## src/rtl/acc_seq_pkg.sv

```systemverilog
// -----------------------------------------------------------------------------
// acc_seq_pkg
//
// Purpose : Shared definitions for the accumulator sequencer: instruction
//           opcodes, ALU operation codes, the controller state encoding and
//           the instruction classes produced by the opcode decoder.
//
// Ports   : none (package).
// -----------------------------------------------------------------------------
package acc_seq_pkg;

    // Opcodes, carried in ir[7:4]. Values 4'hA..4'hE are unassigned and
    // execute as NOP.
    localparam logic [3:0] OP_NOP = 4'h0;
    localparam logic [3:0] OP_LDA = 4'h1;
    localparam logic [3:0] OP_STA = 4'h2;
    localparam logic [3:0] OP_ADD = 4'h3;
    localparam logic [3:0] OP_SUB = 4'h4;
    localparam logic [3:0] OP_AND = 4'h5;
    localparam logic [3:0] OP_OR  = 4'h6;
    localparam logic [3:0] OP_XOR = 4'h7;
    localparam logic [3:0] OP_JMP = 4'h8;
    localparam logic [3:0] OP_JZ  = 4'h9;
    localparam logic [3:0] OP_HLT = 4'hF;

    // ALU operation codes. For the arithmetic/logic opcodes the code equals
    // opcode - 3.
    localparam logic [2:0] ALU_ADD = 3'b000;
    localparam logic [2:0] ALU_SUB = 3'b001;
    localparam logic [2:0] ALU_AND = 3'b010;
    localparam logic [2:0] ALU_OR  = 3'b011;
    localparam logic [2:0] ALU_XOR = 3'b100;

    // Controller states. Explicit encodings keep the register values stable
    // for anyone probing them on a board or in a waveform.
    typedef enum logic [2:0] {
        ST_IDLE   = 3'd0,
        ST_FETCH  = 3'd1,
        ST_DECODE = 3'd2,
        ST_MEM    = 3'd3,
        ST_HALT   = 3'd4
    } state_t;

    // What the controller has to do with an instruction once it is decoded.
    typedef enum logic [2:0] {
        CLS_NOP = 3'd0,   // NOP and unassigned opcodes
        CLS_LDA = 3'd1,   // load accumulator from memory
        CLS_STA = 3'd2,   // store accumulator to memory
        CLS_ALU = 3'd3,   // ADD..XOR: accumulator op memory operand
        CLS_JMP = 3'd4,   // unconditional jump
        CLS_JZ  = 3'd5,   // jump when accumulator is zero
        CLS_HLT = 3'd6    // stop until reset
    } op_class_t;

    // Program counter increment; the 4-bit result wraps 15 -> 0 by itself.
    function automatic logic [3:0] pc_inc(input logic [3:0] pc_cur);
        return pc_cur + 4'd1;
    endfunction

endpackage

```

## src/rtl/acc_seq_decode.sv

```systemverilog
// -----------------------------------------------------------------------------
// acc_seq_decode
//
// Purpose : Purely combinational opcode decoder. Maps the instruction opcode
//           to the controller's instruction class plus the ALU operation and
//           accumulator source select that apply during the memory cycle.
//
// Ports   : opcode   in  [3:0]  instruction opcode (ir[7:4])
//           op_class out        instruction class (op_class_t)
//           alu_op   out [2:0]  ALU operation for ADD..XOR, ALU_ADD otherwise
//           acc_sel  out        1 = accumulator loads the ALU result,
//                               0 = accumulator loads the bus
// -----------------------------------------------------------------------------
module acc_seq_decode
    import acc_seq_pkg::*;
(
    input  logic [3:0] opcode,
    output op_class_t  op_class,
    output logic [2:0] alu_op,
    output logic       acc_sel
);

    always_comb begin
        // NOTE: every output gets a default before the case so that no path
        // through the block leaves one unassigned, which would infer a latch.
        op_class = CLS_NOP;
        alu_op   = ALU_ADD;
        acc_sel  = 1'b0;

        case (opcode)
            OP_LDA: op_class = CLS_LDA;
            OP_STA: op_class = CLS_STA;
            OP_ADD: begin
                op_class = CLS_ALU;
                alu_op   = ALU_ADD;
                acc_sel  = 1'b1;
            end
            OP_SUB: begin
                op_class = CLS_ALU;
                alu_op   = ALU_SUB;
                acc_sel  = 1'b1;
            end
            OP_AND: begin
                op_class = CLS_ALU;
                alu_op   = ALU_AND;
                acc_sel  = 1'b1;
            end
            OP_OR: begin
                op_class = CLS_ALU;
                alu_op   = ALU_OR;
                acc_sel  = 1'b1;
            end
            OP_XOR: begin
                op_class = CLS_ALU;
                alu_op   = ALU_XOR;
                acc_sel  = 1'b1;
            end
            OP_JMP: op_class = CLS_JMP;
            OP_JZ:  op_class = CLS_JZ;
            OP_HLT: op_class = CLS_HLT;
            default: op_class = CLS_NOP;   // NOP and 4'hA..4'hE
        endcase
    end

endmodule

```

## src/rtl/acc_sequencer.sv

```systemverilog
// -----------------------------------------------------------------------------
// acc_sequencer
//
// Purpose : Control sequencer for a small accumulator machine. Fetches 8-bit
//           instructions (opcode in [7:4], operand/address in [3:0]) from a
//           16-entry memory, decodes them and steers the accumulator, the ALU
//           and the memory handshake. Memory accesses use a req/ack handshake
//           with an unbounded number of wait states.
//
// Build option:
//           ACC_SEQ_STEP_EN  - when defined, adds the 'step' input. The
//                              sequencer waits in IDLE until step=1 and
//                              returns to IDLE after every completed
//                              instruction (single-step mode). When undefined
//                              the port does not exist and the sequencer runs
//                              freely from IDLE into FETCH.
//
// Ports   : clk           in        rising-edge clock
//           rst           in        asynchronous active-high reset
//           step          in        single-step request (ACC_SEQ_STEP_EN only)
//           mem_req       out       memory request, held until mem_ack
//           mem_we        out       1 = write (STA), 0 = read
//           mem_addr      out [3:0] memory address
//           mem_ack       in        one-cycle completion strobe; read data is
//                                   on bus_in in that cycle
//           bus_in        in  [7:0] shared data bus (instruction / operand)
//           acc_value     in  [7:0] accumulator contents (JZ zero test)
//           acc_sel       out       accumulator source: 1 = ALU, 0 = bus
//           acc_write_en  out       accumulator load strobe
//           acc_output_en out       accumulator drives the bus (STA)
//           alu_op        out [2:0] ALU operation
//           pc            out [3:0] program counter
//           halted        out       high while in HALT
// -----------------------------------------------------------------------------
module acc_sequencer
    import acc_seq_pkg::*;
(
    input  logic       clk,
    input  logic       rst,
`ifdef ACC_SEQ_STEP_EN
    input  logic       step,
`endif
    output logic       mem_req,
    output logic       mem_we,
    output logic [3:0] mem_addr,
    input  logic       mem_ack,
    input  logic [7:0] bus_in,
    input  logic [7:0] acc_value,
    output logic       acc_sel,
    output logic       acc_write_en,
    output logic       acc_output_en,
    output logic [2:0] alu_op,
    output logic [3:0] pc,
    output logic       halted
);

    // -------------------------------------------------------------------------
    // Build-time behaviour of the optional single-step mode.
    // idle_go    : condition for leaving IDLE.
    // DONE_STATE : where the controller goes once an instruction completes.
    // -------------------------------------------------------------------------
    logic idle_go;

`ifdef ACC_SEQ_STEP_EN
    localparam state_t DONE_STATE = ST_IDLE;
    assign idle_go = step;
`else
    localparam state_t DONE_STATE = ST_FETCH;
    assign idle_go = 1'b1;
`endif

    // -------------------------------------------------------------------------
    // State
    // -------------------------------------------------------------------------
    state_t     state, state_d;
    logic [3:0] pc_d;
    logic [7:0] ir, ir_d;

    logic [3:0] opcode;
    logic [3:0] operand;

    assign opcode  = ir[7:4];
    assign operand = ir[3:0];

    // -------------------------------------------------------------------------
    // Opcode decode
    // -------------------------------------------------------------------------
    op_class_t  dec_class;
    logic [2:0] dec_alu_op;
    logic       dec_acc_sel;

    acc_seq_decode u_decode (
        .opcode   (opcode),
        .op_class (dec_class),
        .alu_op   (dec_alu_op),
        .acc_sel  (dec_acc_sel)
    );

    // -------------------------------------------------------------------------
    // Next-state logic
    // -------------------------------------------------------------------------
    always_comb begin
        state_d = state;
        pc_d    = pc;
        ir_d    = ir;

        case (state)
            ST_IDLE: begin
                if (idle_go) begin
                    state_d = ST_FETCH;
                end
            end

            ST_FETCH: begin
                // The instruction byte is only valid on the bus in the ack
                // cycle, so capture and advance together.
                if (mem_ack) begin
                    ir_d    = bus_in;
                    pc_d    = pc_inc(pc);
                    state_d = ST_DECODE;
                end
            end

            ST_DECODE: begin
                case (dec_class)
                    CLS_LDA, CLS_STA, CLS_ALU: state_d = ST_MEM;
                    CLS_JMP: begin
                        pc_d    = operand;
                        state_d = DONE_STATE;
                    end
                    CLS_JZ: begin
                        // acc_value is sampled in this cycle only.
                        if (acc_value == 8'h00) begin
                            pc_d = operand;
                        end
                        state_d = DONE_STATE;
                    end
                    CLS_HLT: state_d = ST_HALT;
                    default: state_d = DONE_STATE;
                endcase
            end

            ST_MEM: begin
                if (mem_ack) begin
                    state_d = DONE_STATE;
                end
            end

            ST_HALT: state_d = ST_HALT;

            default: state_d = ST_IDLE;
        endcase
    end

    // NOTE: the reset is asynchronous, so it sits in the sensitivity list and
    // takes effect without waiting for a clock edge; all state registers use
    // non-blocking assignments so every flop samples pre-edge values.
    always_ff @(posedge clk or posedge rst) begin
        if (rst) begin
            state <= ST_IDLE;
            pc    <= 4'd0;
            ir    <= 8'h00;
        end else begin
            state <= state_d;
            pc    <= pc_d;
            ir    <= ir_d;
        end
    end

    // -------------------------------------------------------------------------
    // Output decode. Everything is a function of state, ir and mem_ack, so a
    // reset that forces state to IDLE clears every strobe in the same cycle,
    // aborting any access in flight.
    // -------------------------------------------------------------------------
    logic is_sta;

    assign is_sta = (dec_class == CLS_STA);

    always_comb begin
        mem_req       = 1'b0;
        mem_we        = 1'b0;
        mem_addr      = 4'd0;
        acc_sel       = 1'b0;
        acc_write_en  = 1'b0;
        acc_output_en = 1'b0;
        alu_op        = ALU_ADD;
        halted        = 1'b0;

        case (state)
            ST_FETCH: begin
                mem_req  = 1'b1;
                mem_addr = pc;
            end

            ST_MEM: begin
                mem_req       = 1'b1;
                mem_addr      = operand;
                mem_we        = is_sta;
                acc_output_en = is_sta;
                alu_op        = dec_alu_op;
                acc_sel       = dec_acc_sel;
                // Load strobe only in the ack cycle, when the operand (LDA)
                // or the ALU result built from it is valid.
                acc_write_en  = mem_ack & ~is_sta;
            end

            ST_HALT: halted = 1'b1;

            default: ;
        endcase
    end

endmodule

```

## config.mk

```make
export PLATFORM = sky130hd
export DESIGN_NAME = acc_sequencer
export DESIGN_NICKNAME = d
export VERILOG_FILES = /design/src/rtl/acc_seq_pkg.sv /design/src/rtl/acc_seq_decode.sv /design/src/rtl/acc_sequencer.sv
export SDC_FILE = /design/constraint.sdc
export NUM_CORES = 1
export LEC_CHECK = 0
export CELL_PAD_IN_SITES_DETAIL_PLACEMENT = 1
export CELL_PAD_IN_SITES_GLOBAL_PLACEMENT = 1
export CORE_ASPECT_RATIO = 1.2
export CORE_MARGIN = 2
export CORE_UTILIZATION = 28
export DETAILED_ROUTE_END_ITERATION = 10
export HOLD_SLACK_MARGIN = 0.08
export PLACE_DENSITY_LB_ADDON = 0.12
export SYNTH_ARGS = -nofsm -noshare
export SYNTH_HDL_FRONTEND = slang
export SYNTH_HIERARCHICAL = 1
export SYNTH_SLANG_ARGS = --single-unit
```

## constraint.sdc

```tcl
create_clock -name clk -period 1.9 [get_ports clk]
set_input_delay 0.38 -clock clk [delete_from_list [all_inputs] [get_ports clk]]
set_output_delay 0.38 -clock clk [all_outputs]
set_load 0.02 [all_outputs]
```

==> flow_metrics.py, run 1 <==
metrics = {
    "status": {
        "run_status": "complete, no violations",
    },
    "cts": {
        "clockBufferDepth": 2,
        "clkSlewWorstSetupHoldPaths_ns": 0.07,
        "clk-insertion-delay-late_ns": 0.26,
        "cts_sinks": 15,
        "tritoncts.num_buffers": 3,
        "cts.htree.levels": 1,
        "ctsRootBufferMaster": "sky130_fd_sc_hd__clkbuf_8",
        "cts_tree": "done",
        "post_cts_hold_buffer_count": 0,
    },
    "worst_setup_path": {
        "worst_path_max_delay_cell": "sky130_fd_sc_hd__dfrtp_1",
        "worstPathCellList": "or2_4 -> a21oi_2 -> inv_1 -> nand2_2 -> o21ai_2 -> nor2_1 -> buf_4",
        "critPathLaunchType": "flip-flop",
        "timing.critical_path.from": "ir[5]",
        "arrival_time_reported_for_the_critical_path_endpoint_ns": 1.50,
        "end_kind": "output pin",
        "worst-setup-path-type": "reg2out",
        "cp_data_required_time_ns": 1.52,
        "worst_r2r_path_depth": 5,
        "timing.critical_path.fanout_max": 3,
        "critical_path.max_stage_delay_ns": 0.38,
        "launch_point_of_the_worst_reg_to_reg_path": "state[1]",
    },
    "synthesis": {
        "synth.area.mux_share_pct": 6.85,
        "yosysTopAreaCell": "sky130_fd_sc_hd__dfrtp_1",
        "synth_cell_types": 40,
        "synthXorXnorAreaFrac_pct": 0.904,
        "ys.warnings.count": 6,
        "synth_top_cells_by_area": "sky130_fd_sc_hd__dfrtp_1 (39%), sky130_fd_sc_hd__nand2_1 (12%), sky130_fd_sc_hd__nor2_1 (5.4%)",
        "synthAdderAreaFrac_pct": 1.29,
        "syn_nets": 137,
        "synth_top_cell_area_share_pct": 38.8,
        "postSynthRegisterBits": 15,
        "synth.avg_cell_area_um2": 8.28,
        "netlist_instances": 117,
        "synth_seq_area_share_pct": 38.8,
        "synthSimpleGateAreaFrac_pct": 34.1,
        "synth_compound_area_share_pct": 14.1,
        "post_synth_instance_area_um2": 968,
        "synth_top_family_by_area": "simple AND/OR/NAND/NOR gates",
    },
    "timing": {
        "unrepaired_setup_endpoints_after_global_routing": "yes",
        "fin_crit_sh_pct": 98.9,
        "timing_hold_violations_final": 0,
        "achievable-frequency_mhz": 532,
        "final_number_of_setup_violating_endpoints": 0,
        "period_needed_ns": 1.88,
        "skew_ns": 0.00296,
        "setup_total_neg_slack_ns": 0,
        "worst_pin_slew_ns": 0.620,
        "finalMaxSlewViolations": 0,
        "worst_slew_margin_rel_pct": 58.6,
    },
    "global_route": {
        "grt_start_max_net_pins": 16,
        "global_route.usage.total_pct": 17.9,
        "first_global_vias": 1082,
        "global_route_wire_length_before_repair_um": 5240,
        "global_route.usage.met2_pct": 32.1,
        "grt-busiest-layer": "met2",
        "antenna_violations_before_repair": 0,
        "met1_usage_pct": 21.0,
        "global_route.overflow_total": 0,
        "grtUsageMet3_pct": 2.27,
    },
    "drt": {
        "routed_via_density": 4.96,
        "residual_drc_count": 0,
        "detail_route.wl_per_cell_um": 14.6,
        "antenna_violating_nets_post_route": 0,
        "drtPass1Iterations": 4,
        "routed_wl_um": 3060,
        "vias": 1037,
        "dr.first_iter.drc_count": 6,
    },
    "die": {
        "die_height_um": 68.4,
        "core_mm2": 0.00334,
        "boundaryPins": 36,
        "starting_utilization_of_the_core_area_pct": 29.0,
        "rows": 23,
        "design.die.area_mm2": 0.00395,
        "chipWidth_um": 57.7,
    },
    "power": {
        "worst_ir_drop_vdd_v": 0.000749,
        "power_density_mw_per_mm2": 1670,
        "power_leakage_nw": 0.728,
    },
    "final_layout": {
        "layout.cells.most_common_list": "sky130_fd_sc_hd__nand2_1 (29), sky130_fd_sc_hd__buf_4 (23), sky130_fd_sc_hd__clkdlybuf4s50_1 (22)",
        "insertedDiodeCount": 0,
        "area_growth_syn_to_layout_pct": 58.7,
        "design.final.nets": 193,
        "fraction_of_final_layout_cells_sized_beyond_drive_strength_1_pct": 28.5,
        "final-seq-area_um2": 379,
        "nFillCells": 414,
        "commonest_non_fill_non_tap_cell_in_the_layout": "sky130_fd_sc_hd__nand2_1",
        "finish.cell_count_without_fillers": 209,
        "util_after_layout_pct": 46.0,
        "multi_input_comb_area_um2": 581,
    },
    "placed_design": {
        "place.gp.congestion": 0.821,
        "io_buffers": 35,
        "detailedPlacementHpwl_um": 2460,
        "place_inst": 203,
    },
    "job": {
        "drv_cap": 0,
    },
    "min_path": {
        "hp-class": "in2async",
    },
}
[state kept, by name (all words and copies together), names as in the netlist]
register and count:
pc 4, state 3, ir 8
[final cells by class]
| class | instances | share of cell area [%] |
|---|---|---|
| clock inverters | 1 | 0.326 |
| flip-flops and latches | 15 | 24.7 |
| well taps | 37 | 3.01 |
| inverters | 3 | 0.733 |
| multi-input cells | 95 | 37.8 |
| clock buffers | 3 | 2.69 |
| repair buffers | 55 | 30.8 |
[metal layers]
layer	part of all wire (%)	up-vias
li1	-	512
met2	54	21
met3	4.0	5
met4	2.0	0
met5	0	-
met1	40	499
[critical path, delay by kind of cell, from the launching register on]
family	cells	cell delay [ns]
buf+inv	2	0.22
flops	1	0.38
compound gates	2	0.18
simple gates	3	0.46
[path summary, 6_finish.rpt]
check                               endpoint  slack, ns
worst min register to register         ir[1]       0.52
worst max register to register         pc[1]       0.08
min in group clk                       ir[1]       0.52
worst min-delay path                   ir[0]       0.50
max in group asynchronous           state[0]       0.96
worst max-delay path            acc_write_en       0.02
[cell usage after synthesis]
cell / instances
sky130_fd_sc_hd__buf_1: 1
sky130_fd_sc_hd__o31ai_1: 1
sky130_fd_sc_hd__o221ai_1: 1
sky130_fd_sc_hd__nand2b_1: 1
sky130_fd_sc_hd__a21oi_1: 4
sky130_fd_sc_hd__xnor2_1: 1
sky130_fd_sc_hd__ha_1: 1
sky130_fd_sc_hd__buf_4: 1
sky130_fd_sc_hd__nand2b_2: 1
sky130_fd_sc_hd__nor2_1: 14
sky130_fd_sc_hd__and3_1: 4
sky130_fd_sc_hd__buf_6: 1
sky130_fd_sc_hd__nand3_1: 2
sky130_fd_sc_hd__and2_1: 1
sky130_fd_sc_hd__mux2i_1: 4
sky130_fd_sc_hd__nor2b_1: 2
sky130_fd_sc_hd__or4_1: 2
sky130_fd_sc_hd__dfrtp_1: 15
sky130_fd_sc_hd__a221oi_1: 1
sky130_fd_sc_hd__o21ai_1: 2
sky130_fd_sc_hd__inv_1: 2
sky130_fd_sc_hd__nand3b_1: 1
sky130_fd_sc_hd__o311ai_1: 1
sky130_fd_sc_hd__a31oi_1: 1
sky130_fd_sc_hd__mux2_4: 1
sky130_fd_sc_hd__or3b_4: 1
sky130_fd_sc_hd__o21ai_0: 3
sky130_fd_sc_hd__nor3_1: 3
sky130_fd_sc_hd__a2bb2oi_1: 1
sky130_fd_sc_hd__nor3b_1: 3
sky130_fd_sc_hd__a41o_1: 1
sky130_fd_sc_hd__buf_2: 1
sky130_fd_sc_hd__a21oi_2: 2
sky130_fd_sc_hd__or2_1: 1
sky130_fd_sc_hd__mux2_2: 1
sky130_fd_sc_hd__nor3b_4: 1
sky130_fd_sc_hd__o21a_1: 1
sky130_fd_sc_hd__a21boi_1: 1
sky130_fd_sc_hd__nand2_1: 30
sky130_fd_sc_hd__inv_2: 1
[power by group]
part           total, W  internal (W)  switching [W]
clock network  0.000271      0.000146       0.000126
logic           0.00165      0.000797       0.000848
registers      0.000647      0.000470       0.000176
total           0.00256       0.00141        0.00115
[repair_timing]
item / CTS / global route
pin swaps: 0 / 3
gates resized for setup: 29 / 15
endpoints found under the setup margin: 13 / 8
buffers inserted: 0 / 2
[cells by family after synthesis]
kind of cell,after synthesis
flops,15
buf+inv,7
fa+ha+maj,1
compound gates,20
xor+xnor,1
simple gates,67
mux,6
[stage by stage]
step | total power, W | setup WS [ns] | hold WS (ns) | instance area, µm²
global route | 0.00278 | -0.0895 | 0.546 | 1540
CTS | 0.00251 | -0.0300 | 0.524 | 1510
global placement | 0.00223 | -0.225 | 0.508 | 1480
detailed placement | 0.00228 | -0.229 | 0.517 | 1480
floorplan | 0.00152 | 0.0613 | 0.281 | 973
finish | 0.00256 | 0.0217 | 0.502 | 1540
No activity file was read; power rests on OpenSTA's default activity.
==> inputs of run 2 (changes only) <==
--- a/config.mk
+++ b/config.mk
@@ -10,9 +10,10 @@
 export CORE_ASPECT_RATIO = 1.2
 export CORE_MARGIN = 2
 export CORE_UTILIZATION = 28
+export CTS_CLUSTER_SIZE = 30
 export DETAILED_ROUTE_END_ITERATION = 10
 export HOLD_SLACK_MARGIN = 0.08
-export PLACE_DENSITY_LB_ADDON = 0.12
+export PLACE_DENSITY_LB_ADDON = 0.1
 export SYNTH_ARGS = -nofsm -noshare
 export SYNTH_HDL_FRONTEND = slang
 export SYNTH_HIERARCHICAL = 1
==> run 2 against run 1 <==
The flow now finishes with violations (negative setup slack); via count is 1.3% higher; clock skew is 0.0022 ns lower; sequential cell count is the same; worst hold slack lost 0.0033 ns; global-route usage grew 0.58 points; utilization rose by 1.1 points; register-to-register slack about the same.
==> flow_metrics.py, run 2 (synthesis gave the netlist of run 1 again) <==
metrics = {
    "drt": {
        "dr.first_iter.drc_count": 18,
        "routed_via_density": 4.91,
        "vias": 1050,
        "antenna_violating_nets_post_route": 0,
        "routed_wl_um": 3210,
        "residual_drc_count": 0,
        "detail_route.wl_per_cell_um": 15.0,
        "drtPass1Iterations": 3,
    },
    "global_route": {
        "first_global_vias": 1117,
        "antenna_violations_before_repair": 0,
        "global_route.overflow_total": 0,
        "global_route.usage.total_pct": 18.5,
        "global_route_wire_length_before_repair_um": 5380,
        "grt_start_max_net_pins": 16,
    },
    "min_path": {
        "hp-class": "in2async",
    },
    "worst_setup_path": {
        "timing.critical_path.fanout_max": 3,
        "worstReg2RegEnd": "pc[1]",
        "timing.critical_path.from": "ir[5]",
        "arrival_time_reported_for_the_critical_path_endpoint_ns": 1.54,
        "cp_data_required_time_ns": 1.52,
        "critPathLaunchType": "flip-flop",
        "launch_point_of_the_worst_reg_to_reg_path": "state[1]",
        "end_kind": "output pin",
        "worst-setup-path-type": "reg2out",
        "worst_r2r_setup_slack_ns": 0.09,
        "worst_r2r_path_depth": 5,
        "worstSetupEndpoint": "acc_write_en",
    },
    "cts": {
        "ctsRootBufferMaster": "sky130_fd_sc_hd__clkbuf_8",
        "cts.htree.levels": 1,
        "post_cts_hold_buffer_count": 0,
        "cts_sinks": 15,
        "clkSlewWorstSetupHoldPaths_ns": 0.06,
        "cts_tree": "done",
        "tritoncts.num_buffers": 3,
        "clockBufferDepth": 2,
        "clk-insertion-delay-late_ns": 0.26,
    },
    "status": {
        "run_status": "finished, violations left",
        "failed_checks": "negative setup slack",
    },
    "power": {
        "power.switching_fraction_pct": 44.3,
        "power_density_mw_per_mm2": 1680,
        "p_sw_w": 0.00117,
        "comb_power_share_pct": 65.6,
        "power.clock.fraction_pct": 10.4,
        "worst_ir_drop_vdd_v": 0.000709,
        "internal_power_w": 0.00147,
        "power_leakage_nw": 0.756,
        "seq_power_share_pct": 24.0,
    },
    "job": {
        "drv_cap": 0,
    },
    "placed_design": {
        "io_buffers": 35,
        "place.gp.congestion": 0.795,
        "detailedPlacementHpwl_um": 2500,
        "place_inst": 205,
    },
    "timing": {
        "worst_slew_margin_rel_pct": 58.6,
        "skew_ns": 0.000789,
        "setup_slack_ns": -0.0214,
        "finalMaxSlewViolations": 0,
        "final_number_of_setup_violating_endpoints": 1,
        "achievable-frequency_mhz": 520,
        "worst_pin_slew_ns": 0.621,
        "unrepaired_setup_endpoints_after_global_routing": "yes",
        "timing_hold_violations_final": 0,
        "period_needed_ns": 1.92,
        "fin_crit_sh_pct": 101,
    },
    "final_layout": {
        "final-seq-area_um2": 377,
        "util_after_layout_pct": 47.1,
        "fraction_of_final_layout_cells_sized_beyond_drive_strength_1_pct": 29.9,
        "largest_register": "ir",
        "largest_register_ff_count": 8,
        "commonest_non_fill_non_tap_cell_in_the_layout": "sky130_fd_sc_hd__nand2_1",
        "top_regs": "ir (8), pc (4), state (3)",
        "area_growth_syn_to_layout_pct": 62.4,
        "nFillCells": 427,
        "multi_input_comb_area_um2": 583,
        "layout.cells.most_common_list": "sky130_fd_sc_hd__nand2_1 (29), sky130_fd_sc_hd__buf_4 (28), sky130_fd_sc_hd__clkdlybuf4s50_1 (22)",
        "design.final.nets": 198,
        "finish.cell_count_without_fillers": 214,
        "insertedDiodeCount": 0,
    },
    "die": {
        "core_mm2": 0.00334,
        "design.die.area_mm2": 0.00395,
        "starting_utilization_of_the_core_area_pct": 29.0,
        "chipWidth_um": 57.7,
        "boundaryPins": 36,
        "rows": 23,
        "die_height_um": 68.4,
    },
}
[run 2: timing repair]
action                                  in CTS  in global routing
hold endpoints to repair                     0                  0
gates resized for setup                     29                 13
buffers inserted                             0                  5
endpoints found under the setup margin      14                 11
gates cloned                                 0                  0
pin swaps                                    0                  4
[run 2: worst min-delay path by stage]
stage               startpoint  endpoint  slack [ns]
floorplan                  rst     ir[0]        0.28
global placement         ir[1]     ir[1]        0.50
detailed placement       ir[1]     ir[1]        0.50
CTS                      ir[1]     ir[1]        0.52
global route             ir[1]     ir[1]        0.55
finish                     rst     ir[4]        0.50
[run 2: power groups by stage]
| stage | logic, W | registers, W | clock network, W |
|---|---|---|---|
| 2_1_floorplan | 0.000861 | 0.000660 | 0 |
| 3_3_place_gp | 0.00162 | 0.000625 | 0 |
| 3_5_place_dp | 0.00167 | 0.000633 | 0 |
| 4_1_cts | 0.00163 | 0.000631 | 0.000287 |
| 5_1_grt | 0.00191 | 0.000663 | 0.000296 |
| 6_report | 0.00174 | 0.000635 | 0.000274 |
[run 2: metrics by stage]
step / area, µm² / power (W) / TNS (ns) / hold slack, ns / worst slack [ns]
6_report: 1570 / 0.00265 / -0.0214 / 0.498 / -0.0214
5_1_grt: 1570 / 0.00287 / -0.220 / 0.548 / -0.119
4_1_cts: 1530 / 0.00255 / -0.0501 / 0.516 / -0.0501
3_5_place_dp: 1490 / 0.00230 / -1.13 / 0.499 / -0.263
3_3_place_gp: 1490 / 0.00225 / -0.798 / 0.499 / -0.223
2_1_floorplan: 973 / 0.00152 / 0 / 0.281 / 0.0613
[run 2: critical path, cell delays in order, from the launching register on]
cell,delay [ns]
sky130_fd_sc_hd__dfrtp_1,0.38
sky130_fd_sc_hd__or2_4,0.27
sky130_fd_sc_hd__a21oi_2,0.14
sky130_fd_sc_hd__inv_1,0.08
sky130_fd_sc_hd__nand2_2,0.09
sky130_fd_sc_hd__o21ai_1,0.06
sky130_fd_sc_hd__nor2_1,0.12
sky130_fd_sc_hd__buf_4,0.15
[run 2: cell type report]
class / count / area share [%]
inverter: 3 / 0.716
sequential: 15 / 23.9
tap: 37 / 2.94
clock buffer: 3 / 2.63
clock inverter: 1 / 0.318
timing repair buffer: 60 / 32.4
multi-input combinational: 95 / 37.1
[run 2: per-layer routing]
| layer | GRT usage, % | part of all wire (%) | wire length, µm |
|---|---|---|---|
| met1 | 21.0 | 41 | 1320 |
| met2 | 33.8 | 53 | 1710 |
| met3 | 1.70 | 3.4 | 108 |
| met4 | 10.2 | 2.5 | 80 |
| met5 | 0 | 0 | 0 |
